[config.mk]
export PLATFORM = sky130hd
export DESIGN_NAME = exception_unit_core
export DESIGN_NICKNAME = d
export VERILOG_FILES = /design/src/rtl/exception_unit_core.sv
export SDC_FILE = /design/constraint.sdc
export NUM_CORES = 1
export LEC_CHECK = 0
export CAP_MARGIN = 20
export CORE_AREA = 4 4 139 141
export CTS_CLUSTER_DIAMETER = 40
export DETAILED_ROUTE_END_ITERATION = 7
export DIE_AREA = 0 0 143 145
export GPL_TIMING_DRIVEN = 0
export PLACE_DENSITY = 0.7
export SKIP_CTS_REPAIR_TIMING = 1
export SYNTH_ARGS = -nofsm -noshare
export SYNTH_HDL_FRONTEND = slang
export SYNTH_SLANG_ARGS = --single-unit
[constraint.sdc]
create_clock -name clk -period 3.6 [get_ports clk]
set_input_delay 0.54 -clock clk [delete_from_list [all_inputs] [get_ports clk]]
set_output_delay 0.54 -clock clk [all_outputs]
set_load 0.02 [all_outputs]
[src/rtl/exception_unit_core.sv]
// rtl/exception_unit_core.sv - prioritised exception detector with first-exception capture and saturating counter (option: EXC_RVC_EN)
module exception_unit_core (
  input  logic        clk,
  input  logic        reset,
  input  logic [31:0] if_pc,
  input  logic        if_valid,
  input  logic        id_illegal_inst,
  input  logic        id_ecall,
  input  logic        id_ebreak,
  input  logic [31:0] id_pc,
  input  logic [31:0] id_instruction,
  input  logic        id_valid,
  input  logic [31:0] mem_addr,
  input  logic [31:0] mem_pc,
  input  logic [31:0] mem_instruction,
  input  logic        mem_read,
  input  logic        mem_write,
  input  logic [2:0]  mem_funct3,
  input  logic        mem_valid,
  input  logic        exc_clear,
  output logic        exception,
  output logic [4:0]  exception_code,
  output logic [31:0] exception_pc,
  output logic [31:0] exception_val,
  output logic        cap_valid,
  output logic [4:0]  cap_code,
  output logic [31:0] cap_pc,
  output logic [31:0] cap_val,
  output logic [15:0] exc_count
);

  localparam logic [4:0] CODE_IF_MISALIGN = 5'd0;
  localparam logic [4:0] CODE_ILLEGAL     = 5'd2;
  localparam logic [4:0] CODE_EBREAK      = 5'd3;
  localparam logic [4:0] CODE_LD_MISALIGN = 5'd4;
  localparam logic [4:0] CODE_ST_MISALIGN = 5'd6;
  localparam logic [4:0] CODE_ECALL       = 5'd11;

  logic if_misaligned;
  logic mem_misaligned;

  // The instruction word in MEM and the unsigned bit of funct3 carry no alignment information.
  logic unused_bits;
  assign unused_bits = ^{mem_instruction, mem_funct3[2]};

`ifdef EXC_RVC_EN
  // With compressed instructions, fetch only needs halfword alignment.
  assign if_misaligned = if_valid && if_pc[0];
`else
  // Without compressed instructions, fetch must be word aligned.
  assign if_misaligned = if_valid && (if_pc[1:0] != 2'b00);
`endif

  // Access width comes from funct3[1:0]: byte never faults, half needs bit 0 clear, word needs both low bits clear.
  always_comb begin
    mem_misaligned = 1'b0;
    case (mem_funct3[1:0])
      2'b00:   mem_misaligned = 1'b0;
      2'b01:   mem_misaligned = mem_addr[0];
      default: mem_misaligned = (mem_addr[1:0] != 2'b00);
    endcase
  end

  // Priority chain from oldest pipeline concern (fetch) down to memory stores; idle outputs read as zero.
  always_comb begin
    exception      = 1'b0;
    exception_code = 5'd0;
    exception_pc   = 32'd0;
    exception_val  = 32'd0;
    if (if_misaligned) begin
      exception      = 1'b1;
      exception_code = CODE_IF_MISALIGN;
      exception_pc   = if_pc;
      exception_val  = if_pc;
    end else if (id_valid && id_illegal_inst) begin
      exception      = 1'b1;
      exception_code = CODE_ILLEGAL;
      exception_pc   = id_pc;
      exception_val  = id_instruction;
    end else if (id_valid && id_ebreak) begin
      exception      = 1'b1;
      exception_code = CODE_EBREAK;
      exception_pc   = id_pc;
      exception_val  = id_pc;
    end else if (id_valid && id_ecall) begin
      exception      = 1'b1;
      exception_code = CODE_ECALL;
      exception_pc   = id_pc;
      exception_val  = 32'd0;
    end else if (mem_valid && mem_read && mem_misaligned) begin
      exception      = 1'b1;
      exception_code = CODE_LD_MISALIGN;
      exception_pc   = mem_pc;
      exception_val  = mem_addr;
    end else if (mem_valid && mem_write && mem_misaligned) begin
      exception      = 1'b1;
      exception_code = CODE_ST_MISALIGN;
      exception_pc   = mem_pc;
      exception_val  = mem_addr;
    end
  end

  // First-exception record: clear beats a same-edge capture; once valid, later exceptions are ignored.
  always_ff @(posedge clk or posedge reset) begin
    if (reset) begin
      cap_valid <= 1'b0;
      cap_code  <= 5'd0;
      cap_pc    <= 32'd0;
      cap_val   <= 32'd0;
    end else if (exc_clear) begin
      cap_valid <= 1'b0;
    end else if (exception && !cap_valid) begin
      cap_valid <= 1'b1;
      cap_code  <= exception_code;
      cap_pc    <= exception_pc;
      cap_val   <= exception_val;
    end
  end

  // Count exception cycles, sticking at all-ones; exc_clear deliberately leaves the count alone.
  always_ff @(posedge clk or posedge reset) begin
    if (reset) begin
      exc_count <= 16'd0;
    end else if (exception && (exc_count != 16'hFFFF)) begin
      exc_count <= exc_count + 16'd1;
    end
  end

endmodule

* Word level (Yosys, flattened, before mapping) *
Cells that the tools add are included.

storage, ports and cells
  input bits = 206
  word-level logic and storage cells = 52
  register bits after elaboration = 86

cells by class
  reductions and logical operators = 16
  add/subtract/negate cells = 1
  multiplexer cells = 27
  eq/ne operators = 2
  bitwise logic cells = 1

operators with widths
  kind                                                 number
  two-way mux 32 bit                                   12
  adder 16 x 1 -> 16 bit, second input constant        1
  two-way mux 4 bit                                    4
  != test 16 bit, second input constant                1
  logical AND 1 bit                                    10
  two-way mux 1 bit                                    8
  two-way mux 3 bit                                    2
  nonzero test 2 bit                                   3
  equality test 2 x 1 -> 1 bit, second input constant  1
  zero test 2 bit                                      1
  case mux 1 bit (2 select lines)                      1
  AND reduction 2 bit                                  1
  zero test 1 bit                                      1
  inverter 1 bit                                       1

* Logic depth before layout (Yosys ltp) *
Gate-level depths: netlist (run 1).

  word-level depth = 12
  gate-level depth with buffers = 8

* Least setup slack after synthesis (run 1) *
Ideal clock, no wire load.

  path kind = in2out
  start = in id_illegal_inst
  end = out exception_val[10]
  arrival = 1785 ps
  setup slack = 1275 ps
  cell stages on the path = 6
  cells stage by stage = buf_2 nor2b_1 clkbuf_1 clkbuf_1 a22oi_1 o221ai_1

between the ends
  word-level cells in the longest chain between the ends = 3

ends and longest elaborated chain
  element             RTL line  text
  start: declaration  7         input logic id_illegal_inst,
  logical AND 1 bit   75        end else if (id_valid && id_illegal_inst) begin
  two-way mux 32 bit  75
  two-way mux 32 bit  70        if (if_misaligned) begin
  end: declaration    24        output logic [31:0] exception_val,

No other way between the ends.

* Final worst setup path (run 1) *
  start = in id_ebreak
  end = out exception_pc[16]

between the ends
  word-level cells in the longest chain between the ends = 4

ends and longest elaborated chain
  element             RTL line  text
  start: declaration  9         input logic id_ebreak,
  logical AND 1 bit   80        end else if (id_valid && id_ebreak) begin
  two-way mux 32 bit  80
  two-way mux 32 bit  75
  two-way mux 32 bit  70
  end: declaration    23        output logic [31:0] exception_pc,

No other way between the ends.

==> results of run 1 <==
final cells by class:
cell class,count,area [µm²],area share [%]
Timing Repair Buffer,344,3470,38.4
Clock inverter,7,56.3,0.623
Clock buffer,9,225,2.49
Inverter,37,141,1.56
Antenna cell,1,2.50,0.0277
Tap cell,229,287,3.17
Sequential cell,85,2130,23.5
Multi-Input combinational cell,340,2470,27.3
Buffer,43,259,2.87
registers in the layout, summed over array words and instances (netlist names):
name       cells
cap_code       4
cap_pc        32
cap_val       32
cap_valid      1
exc_count     16
layer usage:
layer	track usage, %	wire, µm
met5	0	0
met1	26.9	9520
met3	7.27	2420
met2	39.6	12300
met4	8.03	624
Yosys cell counts, drive strengths merged:
library cell and count:
a211o 3, a21o 1, a21oi 2, a222oi 32, a22o 2, a22oi 30
a32oi 1, and3 1, and4 1, buf 21, clkbuf 22, conb 1
dfrtp 85, ha 1, inv 37, mux2 36, nand2 77, nand3 8
nand3b 1, nand4 3, nor2 9, nor2b 1, nor3 8, nor4 2
nor4b 1, o211ai 2, o21a 1, o21ai 68, o221ai 30, o31a 1
o31ai 1, xnor2 9, xor2 6
report_power, final:
| part | total (W) | internal [W] | leakage [nW] | switching [W] |
|---|---|---|---|---|
| registers | 0.00133 | 0.00117 | 1.07 | 0.000166 |
| logic | 0.00184 | 0.000942 | 2.90 | 0.000900 |
| clock network | 0.000908 | 0.000477 | 0.137 | 0.000431 |
kinds of logic after synthesis:
kind of cell,Yosys count,synth area share (%)
compound gates,174,25.7
xor+xnor,15,2.67
fa+ha+maj,1,0.254
buf+inv,80,7.46
flops,85,43.1
mux,36,10.9
other cells,1,0.0761
simple gates,112,9.85
cells in the final DEF, fill, tap and decap left out, types with 20 or more instances in the layout:
cell / synthesis / layout
a222oi_1: 32 / 32
nand2_1: 77 / 77
inv_1: 37 / 36
o221ai_1: 30 / 30
buf_4: 2 / 20
clkdlybuf4s50_1: 0 / 304
dlymetal6s2s_1: 0 / 22
dfrtp_1: 85 / 85
a22oi_1: 30 / 30
o21ai_0: 62 / 62
mux2_4: 35 / 35
worst max-delay path by stage:
stage                                   to  slack [ps]
final                     exception_pc[16]          50
after global routing      exception_pc[14]         -60
after CTS                 exception_pc[23]        -720
after detailed placement  exception_pc[23]        -700
after global placement    exception_pc[23]        -720
after floorplan                cap_code[0]         870
worst max-delay path, cell delays in order:
cell             delay [ps]
clkdlybuf4s50_1         620
o31a_1                  260
nor3_4                   60
buf_4                   150
clkbuf_4                220
a222oi_1                520
inv_1                    80
clkdlybuf4s50_1         550
per-stage QoR:
| stage | setup TNS, ps | utilization (%) | instance area [µm²] | cells | hold slack (ps) |
|---|---|---|---|---|---|
| final | 0 | 50.3 | 9040 | 1095 | 478 |
| after floorplan | 0 | - | 4930 | 505 | 582 |
| after global placement | -74060 | 47.2 | 8480 | 1060 | 460 |
| after global routing | -211 | 50.3 | 9040 | 1095 | 502 |
| after CTS | -19330 | 49.0 | 8790 | 1077 | 484 |
| after detailed placement | -18760 | 47.4 | 8510 | 1061 | 470 |
==> flow_summary.toml, run 1 <==
[finish]
fin_nets = 1067
area_growth_pct = 83.4
nFillCells = 1712
layout-drive-gt1-share_pct = 12.7

[route]
dr.first_iter.drc_count = 479
routed_via_density = 5.25
vias = 5749
wl_per_cell_um = 22.7
ant_nets = 0
post-route-drc-count = 0
routed_wl_um = 24900
first_pass_iters = 7

[clocking]
cts_tree = "done"
htreeDepth = 3
clock_path_buffers = 2
cts_root_buf = "clkbuf_16"
cts_sinks = 85
cts_buffers = 9
clk_latency_ps = 350
clkTransAtPathRegs_ps = 70

[worst_setup_path]
critPathCaptureType = "output port"
worstSetupStartpoint = "id_ebreak"
crit_arrival_ps = 3010
cp_max_fo = 10
criticalPathCategory = "input port to output port"
crit_required_ps = 3060
ff2ff_path_depth = 5
rr_startpoint = "exc_count[0]"
rrSetupSlack_ps = 1610
r2r-end = "exc_count[1]"
startpoint_type = "input port"

[timing]
setup_viol = 0
clock.fmax_mhz = 282
min_period_ps = 3550
final_hold_viol_count = 0
tightest_slew_ps = 777
setup_ws_ps = 50.8
clock_skew_ps = 8.73
fin_crit_sh_pct = 98.6
slew_headroom_pct = 48.2
rsz0062_at_grt = "yes"
slew_viol_final = 0

[power]
ir_drop_mv = 0.361
p_per_area_nw_per_um2 = 452
p_total_w = 0.00408
leakage_nw = 4.10

[logic_synthesis]
synthTopCellsByArea = "dfrtp_1, mux2_4, a222oi_1"
synth_top_area_share_pct = 43.1
synth_top_cell_by_area = "dfrtp_1"
synthCells = 504
yosysWarnings = 0
synth_cell_types = 41
synth_seq_area_share_pct = 43.1
synthesis.area_um2 = 4930
synth-seq-cells = 85
avgSynthCellArea_um2 = 9.78

[worst_hold_path]
hp-class = "flip-flop to flip-flop"
hold_depth = 2
holdPathEnd = "cap_pc[0]"
min_from = "cap_pc[0]"

[grt]
grt_overflow = 0
grt_antenna_before_repair = 1
grt_usage_pct = 23.0
grt_pass1_wl_um = 36100
grt_pass1_vias = 6097
grt_max_degree = 45

[die]
dieArea_um2 = 20700
row_count = 49
ios = 362
die_w_um = 143
dieHeight_um = 145
initial_utilization_pct = 27.4
core_area_um2 = 18000

[run]
drv_cap = 0

[placement]
dp_slack_ps = -697
place_congestion = 0.856
dp_hpwl_um = 19300
port_buffers = 326

[outcome]
status = "completed"
Note: power is estimated with default switching activity, not from simulation.
==> inputs of run 2 (changes only) <==
--- a/config.mk
+++ b/config.mk
@@ -11,7 +11,7 @@
 export DETAILED_ROUTE_END_ITERATION = 7
 export DIE_AREA = 0 0 143 145
 export GPL_TIMING_DRIVEN = 0
-export PLACE_DENSITY = 0.7
+export PLACE_DENSITY = 0.66
 export SKIP_CTS_REPAIR_TIMING = 1
 export SYNTH_ARGS = -nofsm -noshare
 export SYNTH_HDL_FRONTEND = slang
==> flow_summary.toml, run 2 (same netlist as run 1, synthesis figures left out) <==
[outcome]
status = "completed"

[worst_hold_path]
hp-class = "flip-flop to flip-flop"
hold_depth = 2
holdPathEnd = "cap_pc[12]"
min_from = "cap_pc[12]"

[route]
post-route-drc-count = 0
dr_wl_met2_um = 12300
vias = 5776
routed_wl_um = 25100
first_pass_iters = 6
routed_via_density = 5.28
ant_nets = 0
top_layer = "met5"
dr.first_iter.drc_count = 410
wl_per_cell_um = 22.9
met3_length_um = 2330
met1Wirelength_um = 9870

[worst_setup_path]
rrSetupSlack_ps = 1610
path_common_cell = "clkdlybuf4s50_1"
path_cells = "clkdlybuf4s50_1 > o21ai_0 > nand2_1 > clkbuf_1 > o221ai_1 > clkdlybuf4s50_1"
critPathCaptureType = "output port"
crit_slowest_cell = "clkbuf_1"
critical_path_buf_inv_count = 3
ff2ff_path_depth = 5
rr_startpoint = "exc_count[0]"
crit_arrival_ps = 3040
startpoint_type = "input port"
r2r-end = "exc_count[1]"
cp_slowest_stage_delay_ps = 620
criticalPathCategory = "input port to output port"
cpLargestDelayFamily = "buffers and inverters"
crit_required_ps = 3060
cp_max_fo = 10

[run]
drv_cap = 0

[die]
die_w_um = 143
dieHeight_um = 145
ios = 362
row_count = 49
core_area_um2 = 18000
dieArea_um2 = 20700
initial_utilization_pct = 27.4

[timing]
fin_crit_sh_pct = 99.3
clock_skew_ps = 5.58
whs_ps = 481
min_period_ps = 3580
setup_ws_ps = 23.5
final_hold_viol_count = 0
tightest_slew_ps = 778
clock.fmax_mhz = 280
slew_headroom_pct = 48.1
setup_viol = 0
slew_viol_final = 0
rsz0062_at_grt = "yes"

[placement]
place_congestion = 0.811
dp_slack_ps = -584
port_buffers = 326
dp_hpwl_um = 19100
dpl.cell_count = 1061

[finish]
layout-drive-gt1-share_pct = 12.8
final_core_util_pct = 50.1
layout_commonest_cell = "clkdlybuf4s50_1"
area_growth_pct = 82.7
antenna_cells = 0
largestRegisters = "cap_pc (32), cap_val (32), exc_count (16)"
fin_nets = 1067
layout.cells.non_filler = 1094
nFillCells = 1718
final_cell_mix = "clkdlybuf4s50_1, dfrtp_1, nand2_1"

[clocking]
cts_sinks = 85
cts_tree = "done"
clkTransAtPathRegs_ps = 60
clock_path_buffers = 2
cts_buffers = 9
clk_latency_ps = 340
cts_root_buf = "clkbuf_16"
htreeDepth = 3

[power]
p_per_area_nw_per_um2 = 451
ir_drop_mv = 0.245
p_total_w = 0.00406
leakage_nw = 3.98

[grt]
grt_max_degree = 52
grt_antenna_before_repair = 1
grt_pass1_vias = 5954
grt_pass1_wl_um = 36100
grt_usage_pct = 23.0
grt_overflow = 0
## run 2: cell types whose count changed in the layout (fill, tap and decap cells not counted), moves of 2 or more
| cell | change |
|---|---|
| clkdlybuf4s50_1 | +10 |
| dlymetal6s2s_1 | -10 |
| inv_6 | -2 |
| buf_6 | +2 |
## run 2: per-stage QoR
stage	setup TNS, ps	cell area, µm²
CTS	-16390	8790
global placement	-78900	8480
detailed placement	-15790	8510
global route	-248	9010
floorplan	0	4930
finish	0	9010
## run 2: power by group
part | internal [W] | total (W) | switching, W | leakage, nW
clock | 0.000470 | 0.000885 | 0.000415 | 0.132
sequential | 0.00117 | 0.00133 | 0.000165 | 1.07
combinational | 0.000945 | 0.00184 | 0.000900 | 2.78
## run 2: worst max-delay path by stage
| stage | startpoint | endpoint | slack, ps | cells after the start |
|---|---|---|---|---|
| 2_1_floorplan | reset | cap_code[0] | 870 | 1 |
| 3_3_place_gp | reset | cap_pc[11] | -740 | 2 |
| 3_5_place_dp | id_illegal_inst | exception_pc[23] | -580 | 8 |
| 4_1_cts | id_illegal_inst | exception_pc[23] | -590 | 8 |
| 5_1_grt | id_illegal_inst | exception_pc[21] | -60 | 8 |
| 6_report | if_valid | exception_val[9] | 20 | 6 |
## run 2: area by class of cell
cell class	instances	area, µm²	area share, %
Sequential cell	85	2130	23.6
Timing Repair Buffer	344	3450	38.3
Multi-Input combinational cell	340	2460	27.3
Inverter	37	141	1.57
Clock buffer	9	225	2.50
Tap cell	229	287	3.18
Clock inverter	7	51.3	0.569
Buffer	43	270	3.00
## run 2: metal layers
metal | vias up | track usage, %
met3 | 43 | 6.65
met5 | - | 0
li1 | 2622 | -
met4 | 2 | 6.75
met2 | 335 | 39.8
met1 | 2774 | 27.7
## run 2: worst register-to-register path, cell delays in order, from the launching register on
cell and delay, ps:
dfrtp_1 430, ha_1 240, nand2_1 140, nor4_1 450
a32oi_2 290, mux2_2 330
